--- src/rtl/rv_pkg.sv ---
// Shared register-file constants and the writeback FIFO entry layout.
package rv_pkg;

  localparam int unsigned REG_ADDR_W = 5;
  localparam int unsigned XLEN       = 32;
  localparam int unsigned NUM_REGS   = 32;
  localparam logic [REG_ADDR_W-1:0] X0 = 5'd0;

  typedef struct packed {
    logic                  kill;
    logic [REG_ADDR_W-1:0] rd;
    logic [XLEN-1:0]       data;
  } wb_entry_t;

  typedef enum logic [1:0] {
    GNT_IDLE = 2'd0,
    GNT_P    = 2'd1,
    GNT_S    = 2'd2
  } grant_e;

endpackage

--- src/rtl/wb_fifo.sv ---
// Secondary writeback FIFO with per-entry kill flag, kill-by-rd squash and
// a one-hot OR of live destination registers.
module wb_fifo
  import rv_pkg::*;
#(
  parameter int unsigned DEPTH = 2
) (
  input  logic                  clk,
  input  logic                  reset_n,
  input  logic                  push_i,
  input  logic [REG_ADDR_W-1:0] push_rd_i,
  input  logic [XLEN-1:0]       push_data_i,
  input  logic                  pop_i,
  input  logic                  kill_en_i,
  input  logic [REG_ADDR_W-1:0] kill_rd_i,
  output logic                  empty_o,
  output logic                  full_o,
  output wb_entry_t             head_o,
  output logic [NUM_REGS-1:0]   busy_mask_o
);

  localparam int unsigned PTR_W = $clog2(DEPTH);
  localparam int unsigned CNT_W = PTR_W + 1;

  wb_entry_t        entries_q [DEPTH];
  wb_entry_t        entries_d [DEPTH];
  logic [PTR_W-1:0] wr_ptr_q, wr_ptr_d;
  logic [PTR_W-1:0] rd_ptr_q, rd_ptr_d;
  logic [CNT_W-1:0] cnt_q, cnt_d;
  logic [DEPTH-1:0] live_c;

  assign empty_o = (cnt_q == '0);
  assign full_o  = (cnt_q == CNT_W'(DEPTH));
  assign head_o  = entries_q[rd_ptr_q];

  // A slot is live when its distance from the head is below the occupancy.
  always_comb begin
    logic [PTR_W-1:0] off;
    live_c = '0;
    for (int unsigned i = 0; i < DEPTH; i++) begin
      off       = PTR_W'(i) - rd_ptr_q;
      live_c[i] = (CNT_W'(off) < cnt_q);
    end
  end

  always_comb begin
    busy_mask_o = '0;
    for (int unsigned i = 0; i < DEPTH; i++) begin
      if (live_c[i] && !entries_q[i].kill) busy_mask_o[entries_q[i].rd] = 1'b1;
    end
    busy_mask_o[0] = 1'b0;
  end

  // Squash is applied before the push so the incoming (younger) entry survives.
  always_comb begin
    for (int unsigned i = 0; i < DEPTH; i++) begin
      entries_d[i] = entries_q[i];
      if (kill_en_i && live_c[i] && entries_q[i].rd == kill_rd_i) entries_d[i].kill = 1'b1;
    end
    wr_ptr_d = wr_ptr_q;
    rd_ptr_d = rd_ptr_q;
    if (push_i) begin
      entries_d[wr_ptr_q] = '{kill: 1'b0, rd: push_rd_i, data: push_data_i};
      wr_ptr_d            = wr_ptr_q + PTR_W'(1);
    end
    if (pop_i) rd_ptr_d = rd_ptr_q + PTR_W'(1);
    cnt_d = cnt_q + CNT_W'(push_i) - CNT_W'(pop_i);
  end

  always_ff @(posedge clk) begin
    if (!reset_n) begin
      for (int unsigned i = 0; i < DEPTH; i++) entries_q[i] <= '0;
      wr_ptr_q <= '0;
      rd_ptr_q <= '0;
      cnt_q    <= '0;
    end else begin
      for (int unsigned i = 0; i < DEPTH; i++) entries_q[i] <= entries_d[i];
      wr_ptr_q <= wr_ptr_d;
      rd_ptr_q <= rd_ptr_d;
      cnt_q    <= cnt_d;
    end
  end

endmodule

--- src/rtl/rf_wb_arbiter.sv ---
// Register-file write-port arbiter: in-order WB stage has priority, the
// buffered long-latency source is forced through after STARVE_MAX losses.
module rf_wb_arbiter
  import rv_pkg::*;
#(
  parameter int unsigned DEPTH      = 2,
  parameter int unsigned STARVE_MAX = 4
) (
  input  logic                  clk,
  input  logic                  reset_n,
  input  logic                  p_wen,
  input  logic [REG_ADDR_W-1:0] p_rd,
  input  logic [XLEN-1:0]       p_data,
  input  logic                  s_valid,
  input  logic [REG_ADDR_W-1:0] s_rd,
  input  logic [XLEN-1:0]       s_data,
  output logic                  s_ready,
  output logic                  rf_wen,
  output logic [REG_ADDR_W-1:0] rf_addr,
  output logic [XLEN-1:0]       rf_data,
  output logic                  stall_o,
  output logic [NUM_REGS-1:0]   busy_mask,
  output logic                  fifo_full
);

  localparam int unsigned STV_W = $clog2(STARVE_MAX + 1);

  logic                  rf_wen_q, rf_wen_d;
  logic [REG_ADDR_W-1:0] rf_addr_q, rf_addr_d;
  logic [XLEN-1:0]       rf_data_q, rf_data_d;
  logic [STV_W-1:0]      starve_q, starve_d;

  grant_e    grant_c;
  logic      fifo_empty;
  logic      starved_c;
  logic      push_c;
  wb_entry_t head;

  assign starved_c = (starve_q == STV_W'(STARVE_MAX));
  assign s_ready   = ~fifo_full & reset_n;
  assign push_c    = s_valid & s_ready & (s_rd != X0);
  assign stall_o   = starved_c & ~fifo_empty;
  assign rf_wen    = rf_wen_q;
  assign rf_addr   = rf_addr_q;
  assign rf_data   = rf_data_q;

  wb_fifo #(.DEPTH(DEPTH)) u_fifo (
    .clk         (clk),
    .reset_n     (reset_n),
    .push_i      (push_c),
    .push_rd_i   (s_rd),
    .push_data_i (s_data),
    .pop_i       (grant_c == GNT_S),
    .kill_en_i   ((grant_c == GNT_P) && (p_rd != X0)),
    .kill_rd_i   (p_rd),
    .empty_o     (fifo_empty),
    .full_o      (fifo_full),
    .head_o      (head),
    .busy_mask_o (busy_mask)
  );

  always_comb begin
    grant_c = GNT_IDLE;
    if (!fifo_empty && (!p_wen || starved_c)) grant_c = GNT_S;
    else if (p_wen)                           grant_c = GNT_P;
  end

  // Write-port and starvation-counter next state; a killed head wastes its slot.
  always_comb begin
    rf_wen_d  = 1'b0;
    rf_addr_d = rf_addr_q;
    rf_data_d = rf_data_q;
    starve_d  = starve_q;
    unique case (grant_c)
      GNT_P: begin
        rf_wen_d  = (p_rd != X0);
        rf_addr_d = p_rd;
        rf_data_d = p_data;
        if (!fifo_empty && !starved_c) starve_d = starve_q + STV_W'(1);
      end
      GNT_S: begin
        rf_wen_d  = ~head.kill;
        rf_addr_d = head.rd;
        rf_data_d = head.data;
        starve_d  = '0;
      end
      default: ;
    endcase
    if (fifo_empty) starve_d = '0;
  end

  always_ff @(posedge clk) begin
    if (!reset_n) begin
      rf_wen_q  <= 1'b0;
      rf_addr_q <= '0;
      rf_data_q <= '0;
      starve_q  <= '0;
    end else begin
      rf_wen_q  <= rf_wen_d;
      rf_addr_q <= rf_addr_d;
      rf_data_q <= rf_data_d;
      starve_q  <= starve_d;
    end
  end

endmodule

--- config.mk ---
export PLATFORM = sky130hd
export DESIGN_NAME = rf_wb_arbiter
export DESIGN_NICKNAME = d
export VERILOG_FILES = /design/src/rtl/rv_pkg.sv /design/src/rtl/wb_fifo.sv /design/src/rtl/rf_wb_arbiter.sv
export SDC_FILE = /design/constraint.sdc
export NUM_CORES = 1
export LEC_CHECK = 0
export ABC_AREA = 1
export BUFFER_PORTS_ARGS = -buffer_cell sky130_fd_sc_hd__buf_2
export CAP_MARGIN = 20
export CORE_UTILIZATION = 58
export CTS_CLUSTER_DIAMETER = 40
export DETAILED_ROUTE_END_ITERATION = 8
export MAX_ROUTING_LAYER = met4
export PLACE_DENSITY = 0.95
export SYNTH_ARGS = -nofsm -noshare
export SYNTH_HDL_FRONTEND = slang
export SYNTH_SLANG_ARGS = --single-unit
--- constraint.sdc ---
create_clock -name clk -period 3.55 [get_ports clk]
set_input_delay 0.5325 -clock clk [delete_from_list [all_inputs] [get_ports clk]]
set_output_delay 0.5325 -clock clk [all_outputs]
set_load 0.03 [all_outputs]
# ---- Word level (Yosys, flattened, before mapping)
# Memory sizes are Yosys's and may differ from the RTL's. A register that Yosys moved wholly into a read port is not among the register bits.
# Cells that the tools add are included.
dict set report totals {
  memories 1
  ff_bits 45
  out_inout_bits 73
  ramBits 76
}
dict set report op_classes {
  n_addsub 7
  magnitude_cmp 8
  mux 25
  bitwise 12
  eq_ne 7
  reduce_logical 24
}
# name depth width rd rd_clocked_by_memory_dff wr line_no
set mem_list {}
lappend mem_list {u_fifo.entries_q 2 38 3 1 2 wb_fifo.sv:25} ;# wb_entry_t entries_q [DEPTH];
# operator count
set ops {}
lappend ops {{2-to-1 mux 38 bit} 3}
lappend ops {{bitwise mux 76 bit} 1}
lappend ops {{2-to-1 mux 76 bit} 1}
lappend ops {{2-to-1 mux 32 bit} 2}
lappend ops {{one-hot mux 32 bit (2 select lines)} 1}
lappend ops {{demux 38 bit (select 1 bit)} 1}
lappend ops {{OR 32 bit} 1}
lappend ops {{logical AND 1 bit} 12}
lappend ops {{< comparator 5 x 6 -> 1 bit (second input constant)} 2}
lappend ops {{demux 1 bit (select 5 bit)} 2}
lappend ops {{== test 5 bit} 2}
lappend ops {{greater-or-equal comparator 5 x 1 -> 1 bit (second input constant)} 2}
lappend ops {{one-hot mux 5 bit (2 select lines)} 1}
lappend ops {{nonzero test 5 bit} 2}
lappend ops {{2-to-1 mux 1 bit} 9}
lappend ops {{one-hot mux 3 bit (2 select lines)} 1}
lappend ops {{zero test 1 bit} 5}
lappend ops {{AND 1 bit} 4}
lappend ops {{== test 2 bit (second input constant)} 2}
lappend ops {{< comparator 1 x 2 -> 1 bit} 2}
lappend ops {{NOT 1 bit} 4}
lappend ops {{adder 3 x 1 -> 3 bit (second input constant)} 1}
lappend ops {{== test 3 bit (second input constant)} 1}
lappend ops {{2-to-1 mux 3 bit} 1}
lappend ops {{17 further kinds} 20}

# ---- Logic depth before layout (Yosys ltp)
# Gate-level depths: netlist of the first run.
dict set report depth {
  ltp_word 12
  ltp_mapped 11
  mapped_depth_nobuf 10
}

# ---- Modules after synthesis
# Synthesis of the first run repeated with hierarchy kept, for this count alone.
dict set report unflattened {
  hier_cells 917
  hier_area_um2 6067.1
}
# module seq_area_each_um2 cells_per_inst n_inst area_per_inst_um2
set modules_own_cells {}
lappend modules_own_cells {wb_fifo 1621.6 603 1 3936.3}
lappend modules_own_cells {rf_wb_arbiter 820.8 314 1 2130.8}

# ---- Worst setup path before layout of the first run
# OpenSTA, ideal clock, no wires.
dict set report synth_timing {
  kind {flip-flop to output port}
  start {reg u_fifo.cnt_q[0]}
  end {out busy_mask[12]}
  path_stages_with_launch 5
  arrival_time_ns 1.693
  path_slack_ns 1.324
  required_ns 3.017
  cell_sequence {dfxtp_1 > nand2_1 > a21oi_4 > nand3_1 > o21ai_0}
}
dict set report synth_via {
  elab_chain_cells 5
}
# element line_no
set synth_lines {}
lappend synth_lines {{from (decl)} wb_fifo.sv:29} ;# logic [CNT_W-1:0] cnt_q, cnt_d;
lappend synth_lines {{from (signal assigned)} wb_fifo.sv:80} ;# cnt_q <= cnt_d;
lappend synth_lines {{< comparator 1 x 2 -> 1 bit} wb_fifo.sv:42} ;# live_c[i] = (CNT_W'(off) < cnt_q);
lappend synth_lines {{logical AND 1 bit} wb_fifo.sv:49} ;# if (live_c[i] && !entries_q[i].kill) busy_mask_o[entries_q[i].rd] = 1'b1;
lappend synth_lines {{2-to-1 mux 32 bit} wb_fifo.sv:49}
lappend synth_lines {{OR 32 bit (no line)} -}
lappend synth_lines {{2-to-1 mux 32 bit *} wb_fifo.sv:49}
lappend synth_lines {{to (decl)} rf_wb_arbiter.sv:22} ;# output logic [NUM_REGS-1:0] busy_mask,
# Mark *: on every way between the ends. The rest lies on a longest branch, timed or not.

# ---- Worst setup path in the final report of the first run
dict set report layout_timing {
  start {reg u_fifo.cnt_q[0]}
  end {out busy_mask[21]}
}
# The elaborated chain is that of the path after synthesis.

==> out/results.tsv, run 1 <==
metric	value	unit
status	finished, final reports clean	
H-tree levels	4	
element type at the critical path end	output pin	
critical-path cell list	nand2_1 > a21oi_4 > nand3_1 > o21ai_1 > buf_2	
placed cell count	1240	
yosys warns	0	
top-count cell post-synth	nand2_1	
initial antenna violation count	1	
WP data required	3.02	ns
Placed Area	0.00695	mm^2
R2R cell count	6	
clock buffer depth	2	
vias in the first global route	6283	
Yosys reg bits	122	
chip width	106	um
Combinational Power Share	30.9	%
initial core utilization	60.2	%
vias per cell	5.44	
Flop pwr share	35.9	%
Die Y-Extent	106	um
Core Rows	37	
area leader, netlist	dfxtp_1	
Max Slew Vio Count	0	
Post-synth top cells	259 x nand2_1, 216 x nor2_1, 122 x dfxtp_1, 107 x inv_1, 104 x o21ai_0	
overall power	4.84	mW
Routed Antenna Nets	0	
core area	0.0104	mm^2
setup TNS	0	ns
hold depth	3	
Setup violations, final	0	
Net Sw Power	1.91	mW
Port-buffer cells	149	
clock latency on the worst-skew pair	0.52	ns
# resized after CTS	0	
measured slew at the worst slew-check pin	0.943	ns
final hold violations	0	
Wirelength per Cell	14.5	um
crit start category	flop	
hold buffers post-CTS	0	
WS Path Type	flop to output pin	
# fillers	825	
Seq/Total Area, Yosys	39.1	%
GPL Wtd Cong	0.951	
Critical Path Max Stage Delay	0.50	ns
top post-synthesis cells by area	dfxtp_1 39%, nand2_1 16%, nor2_1 13%, o21ai_0 8.3%, inv_1 6.4%	
synth-to-layout area growth	20.2	%
clock sink count	122	
slowest stage cell on the critical path	dfxtp_1	
clock-pin slew on the worst setup and hold paths	0.06	ns
Post-synth ARST share	0	%
EDFF count, synth	0	
fin nets	1205	
Cell Int Power	2.93	mW
RSZ-0062 raised after global routing	false	
top sig layer	met4	
Final Cycle Share	78.9	%
layout cells sized above 1	17.8	%
Detailed Route Iter0 Violations	1024	
Finished Layout Cells	1273	
Sw Share	39.4	%
Synth Flop Type	dfxtp_1	
Max-cap violations	0	
Via Count	6925	
total power per unit cell area	645	mW/mm^2
clk root buf	clkbuf_8	
First-pass DRT Iterations	6	
Post-Syn Area	0.00625	mm^2
post-DP HPWL	11800	um
Hold Path Class	input pin to flop	
Die ar.	0.0112	mm^2
grt total ovfl	0	
Met1 Wirelength	7590	um
clock network power share	33.3	%
fin area	0.00751	mm^2
Worst Path Arrival	2.27	ns
number of I/O pins	151	
first-pass GRT wire length	29500	um
Lkg Pwr	3.83	nW
Routed met3 length	1890	um
Max rail drop VDD	0.457	mV
Syn Area/Cell	6.21	um^2
Slew headroom	37.1	%
CTS tree	yes	
Routed Wire Length	18500	um
Mapped Nets	1088	
Worst Hold Slack	0.250	ns
crit-path max FO	10	
Max Fclk	357	MHz
Total Routing Usage GR	34.4	%
pin count of the biggest net entering global routing	82	
final setup skew	0.0124	ns
# DRC	0	
setup bufs post-CTS	0	
Cell variety after synth	32	
Num CTS Buffers	17	
met2 routed WL	8440	um
post-synthesis cell count	1006	
final worst path period need	2.80	ns
Yosys top cell area share	39.1	%
==> power by group through the flow <==
| stage | clock network (mW) | registers, mW | logic [mW] |
|---|---|---|---|
| 2_1_floorplan | 0 | 1.95 | 0.815 |
| 3_3_place_gp | 0 | 1.75 | 1.40 |
| 3_5_place_dp | 0 | 1.76 | 1.43 |
| 4_1_cts | 1.61 | 1.73 | 1.47 |
| 5_1_grt | 1.68 | 1.76 | 1.63 |
| 6_report | 1.61 | 1.74 | 1.50 |
==> cells in the final DEF (no fill, tap or decap), drive strengths merged <==
| cell | synthesis | layout |
|---|---|---|
| and3 | 1 | 1 |
| nor3 | 9 | 9 |
| clkinv | 1 | 3 |
| a31oi | 1 | 1 |
| nand3b | 1 | 1 |
| clkinvlp | 0 | 6 |
| diode | 0 | 1 |
| bufinv | 0 | 1 |
| dfxtp | 122 | 122 |
| clkbuf | 23 | 17 |
| inv | 109 | 115 |
| conb | 1 | 1 |
| o21ai | 133 | 133 |
| a21oi | 10 | 10 |
| xor2 | 4 | 4 |
| nand3 | 57 | 57 |
| xnor2 | 1 | 1 |
| o22ai | 8 | 8 |
| ha | 4 | 4 |
| buf | 37 | 158 |
| nand2 | 260 | 260 |
| nand4 | 1 | 1 |
| o211ai | 5 | 5 |
| nor2 | 218 | 218 |
==> layer usage <==
metal	GRT usage [%]	vias up
met5	-	-
met4	14.6	0
met3	7.11	65
met2	52.7	434
met1	44.1	3067
li1	-	3359
==> critical path, delay by kind of cell, from the launching register on <==
family | cells | cell delay, ns
AOI/OAI and AO/OA | 2 | 0.53
DFF | 1 | 0.50
and+or+nand+nor | 2 | 0.50
buffers and inverters | 1 | 0.22
==> cells by family after synthesis <==
group,Yosys count,share of synthesized area (%)
flops,122,39.1
xor+xnor,5,0.701
buf+inv,170,11.3
fa+ha+maj,4,0.801
other cells,1,0.0600
simple gates,547,34.8
compound gates,157,13.3
==> worst paths after layout <==
kind	from	endpoint	slack, ns
min	s_data[16]	flop	0.25
max	u_fifo.cnt_q[0]$_SDFF_PN0_	busy_mask[21]	0.75
min reg2reg	starve_q[0]$_SDFFE_PP0P_	starve_q[0]$_SDFFE_PP0P_	0.46
max reg2reg	flop	rf_data[29]$_SDFFE_PN0P_	1.32
==> layout make-up <==
cell class	instances	area [um^2]	area share, %
Timing Repair Buffer	158	816	10.9
Clock buffer	17	414	5.51
Multi-Input combinational cell	714	3110	41.4
Antenna cell	1	2.50	0.0333
Inverter	110	413	5.50
Sequential cell	122	2440	32.5
Clock inverter	15	141	1.88
Tap cell	136	170	2.27
==> per-stage QoR <==
step	util, %	setup WS [ns]
global route	72.4	0.633
CTS	72.4	0.771
detailed placement	67.0	1.12
floorplan	-	1.32
global placement	67.0	1.20
finish	72.4	0.749
(Power assumes the default switching activity.)
==> inputs of run 2 (changes only) <==
- ABC_AREA: 1 -> 0
- CORE_UTILIZATION: 58 -> 53
- PLACE_DENSITY: 0.95 -> 0.9
- clock period: 3.55 -> 2.9 ns (I/O delays scaled with it)
==> out/results.tsv, run 2 <==
metric	value	unit	change
Max rail drop VDD	0.539	mV	was 0.457 mV
crit start category	flop		unchanged
top post-synthesis cells by area	dfxtp_1 41%, o21ai_0 9.5%, nand3_1 6.8%, a21oi_1 6.7%, mux2i_1 6.6%		was dfxtp_1 39%, nand2_1 16%, nor2_1 13%, o21ai_0 8.3%, inv_1 6.4%
synth-to-layout area growth	22.4	%	was 20.2%
crit-path max FO	7		was 10
Mapped Nets	806		was 1088
Reg area	0.00244	mm^2	about the same
# resized after CTS	0		unchanged
Finished Layout Cells	986		was 1273
first-pass GRT wire length	25100	um	was 29500 um
slowest stage cell on the critical path	a211oi_1		was dfxtp_1
area of the multi-input gates	0.00311	mm^2	about the same
Max Fclk	367	MHz	
Seq/Total Area, Yosys	41.3	%	was 39.1%
Yosys top cell area share	41.3	%	was 39.1%
Lkg Pwr	2.81	nW	was 3.83 nW
post-DP HPWL	9880	um	was 11800 um
setup TNS	0	ns	unchanged
Setup violations, final	0		unchanged
Via Count	5870		was 6925
post-synthesis cell count	724		was 1006
Post-synth ARST share	0	%	unchanged
Hold Path Class	input pin to flop		unchanged
initial core utilization	54.6	%	was 60.2%
WP buf/inv	1		unchanged
Yosys reg bits	122		unchanged
H-tree levels	4		unchanged
placed cell count	956		was 1240
chip width	108	um	was 106 um
Die ar.	0.0116	mm^2	was 0.0112 mm^2
worst reg2reg startpoint	starve_q[0]$_SDFFE_PP0P_		
clock buffer depth	2		unchanged
Routed Wire Length	15800	um	was 18500 um
WP data required	2.47	ns	was 3.02 ns
yosys warns	0		unchanged
status	finished, final reports clean		unchanged
clock sink count	122		unchanged
Core Rows	38		was 37
reg2reg setup slack	0.83	ns	was 1.32 ns
core area	0.0108	mm^2	was 0.0104 mm^2
Num CTS Buffers	17		unchanged
area leader, netlist	dfxtp_1		unchanged
Placed Area	0.00663	mm^2	was 0.00695 mm^2
Max-cap violations	0		unchanged
CTS tree	yes		unchanged
layout cells sized above 1	25.9	%	was 17.8%
R2R cell count	7		was 6
Slew headroom	41.7	%	was 37.1%
Synth Flop Type	dfxtp_1		unchanged
# fillers	890		was 825
Critical Path Max Stage Delay	0.54	ns	was 0.50 ns
# DRC	0		unchanged
hold depth	3		unchanged
RSZ-0062 raised after global routing	false		unchanged
vias in the first global route	5185		was 6283
most frequent cells in the layout	149 x buf_2, 120 x dfxtp_1, 111 x o21ai_0		was 259 x nand2_1, 215 x nor2_1, 148 x buf_2
critical-path cell list	nand2b_1 > a211oi_1 > nand3_1 > o22ai_1 > buf_2		was nand2_1 > a21oi_4 > nand3_1 > o21ai_1 > buf_2
hold buffers post-CTS	0		unchanged
WS Path Type	flop to output pin		unchanged
clock-pin slew on the worst setup and hold paths	0.06	ns	about the same
initial antenna violation count	0		was 1
Post-synth top cells	122 x dfxtp_1, 112 x o21ai_0, 80 x nand3_1, 79 x a21oi_1, 51 x nand2_1		was 259 x nand2_1, 216 x nor2_1, 122 x dfxtp_1, 107 x inv_1, 104 x o21ai_0
Antenna Cells	0		was 1
fin area	0.00725	mm^2	was 0.00751 mm^2
Worst Hold Launch	s_data[10]		was s_data[16]
First-pass DRT Iterations	6		unchanged
EDFF count, synth	0		unchanged
GPL Wtd Cong	0.932		was 0.951
Total Routing Usage GR	28.5	%	was 34.4%
Post-Syn Area	0.00592	mm^2	was 0.00625 mm^2
measured slew at the worst slew-check pin	0.875	ns	was 0.943 ns
final setup skew	0.0124	ns	about the same
final hold violations	0		unchanged
Routed Antenna Nets	0		unchanged
Crit Reg-Reg Endpoint	rf_data[9]$_SDFFE_PN0P_		was rf_data[29]$_SDFFE_PN0P_
Worst Hold Slack	0.183	ns	was 0.250 ns
grt total ovfl	0		unchanged
total power per unit cell area	828	mW/mm^2	was 645 mW/mm^2
Wirelength per Cell	16.0	um	was 14.5 um
Max Slew Vio Count	0		unchanged
pin count of the biggest net entering global routing	78		was 82
clk root buf	clkbuf_8		unchanged
setup bufs post-CTS	0		unchanged
Syn Area/Cell	8.18	um^2	was 6.21 um^2
vias per cell	5.95		was 5.44
number of I/O pins	151		unchanged
Detailed Route Iter0 Violations	420		was 1024
crit-path leading delay family	compound AO/OA/AOI/OAI gates		unchanged
commonest non-fill, non-tap cell in the layout	buf_2		was nand2_1
Cell variety after synth	42		was 32
clock latency on the worst-skew pair	0.51	ns	was 0.52 ns
top-count cell post-synth	dfxtp_1		was nand2_1
overall power	6.01	mW	was 4.84 mW
fin nets	917		was 1205
element type at the critical path end	output pin		unchanged
Worst Path Arrival	2.29	ns	was 2.27 ns
Port-buffer cells	149		unchanged
Die Y-Extent	108	um	was 106 um
final worst path period need	2.72	ns	
Final Cycle Share	93.9	%	
==> run 2: cell count changes in the layout (fill, tap and decap cells not counted), sizes merged, moves of 6 or more <==
cell,delta
nand2,-209
nor2,-207
inv,-104
a21oi,+69
mux2i,+39
nand3,+23
o21a,+23
o22ai,+21
mux2,+13
nand2b,+7
nor3,-7
clkinvlp,-6
==> run 2: metal layers <==
layer	vias up	track usage, %	share of wire, %
met5	-	-	0
met2	258	45.2	49
met1	2762	35.2	42
met4	0	10.5	1.5
li1	2827	-	-
met3	23	6.66	7.8
==> run 2: how the worst max path moves through the flow <==
stage                                     startpoint  slack (ns)  cells after the start            end
after floorplan           u_fifo.cnt_q[0]$_SDFF_PN0_        0.81                      4  busy_mask[19]
after global placement                       s_rd[1]        0.59                      6           flop
after detailed placement                     s_rd[1]        0.52                      6           flop
after CTS                 u_fifo.cnt_q[0]$_SDFF_PN0_        0.19                      5  busy_mask[29]
after global routing      u_fifo.cnt_q[0]$_SDFF_PN0_        0.01                      5  busy_mask[13]
final                     u_fifo.cnt_q[0]$_SDFF_PN0_        0.18                      5  busy_mask[29]
==> run 2: worst min-delay path, stage by stage <==
cell,delay (ns)
buf_2,0.10
nand3_1,0.06
a21oi_1,0.05
==> run 2: through the flow <==
| stage | util, % | setup slack, ns |
|---|---|---|
| after detailed placement | 61.2 | 0.515 |
| final | 66.9 | 0.177 |
| after CTS | 66.9 | 0.187 |
| after global routing | 66.9 | 0.0145 |
| after global placement | 61.2 | 0.590 |
| after floorplan | - | 0.812 |
==> run 2: logic make-up (layout without fill, tap and decap cells) <==
kind of cell | after synthesis | after routing | synth area share [%]
fa+ha+maj | 4 | 4 | 0.845
other cells | 1 | 1 | 0.0633
flops | 122 | 122 | 41.3
mux | 52 | 52 | 9.07
buf+inv | 82 | 204 | 6.64
simple gates | 171 | 171 | 14.1
compound gates | 279 | 279 | 26.1
xor+xnor | 13 | 13 | 1.92
==> run 2: where the power goes <==
| group | total (mW) | internal (mW) | leakage [nW] | switching (mW) |
|---|---|---|---|---|
| combinational | 1.71 | 0.560 | 1.50 | 1.15 |
| clock | 2.22 | 1.51 | 0.307 | 0.709 |
| sequential | 2.07 | 1.88 | 0.997 | 0.196 |
| total | 6.01 | 3.95 | 2.81 | 2.06 |
==> run 2: final cells by class <==
type,count,share of cell area [%]
inverters,11,0.570
well taps,140,2.42
flip-flops and latches,122,33.7
multi-input cells,520,42.8
clock inverters,9,2.35
clock buffers,21,6.20
repair buffers,163,11.9
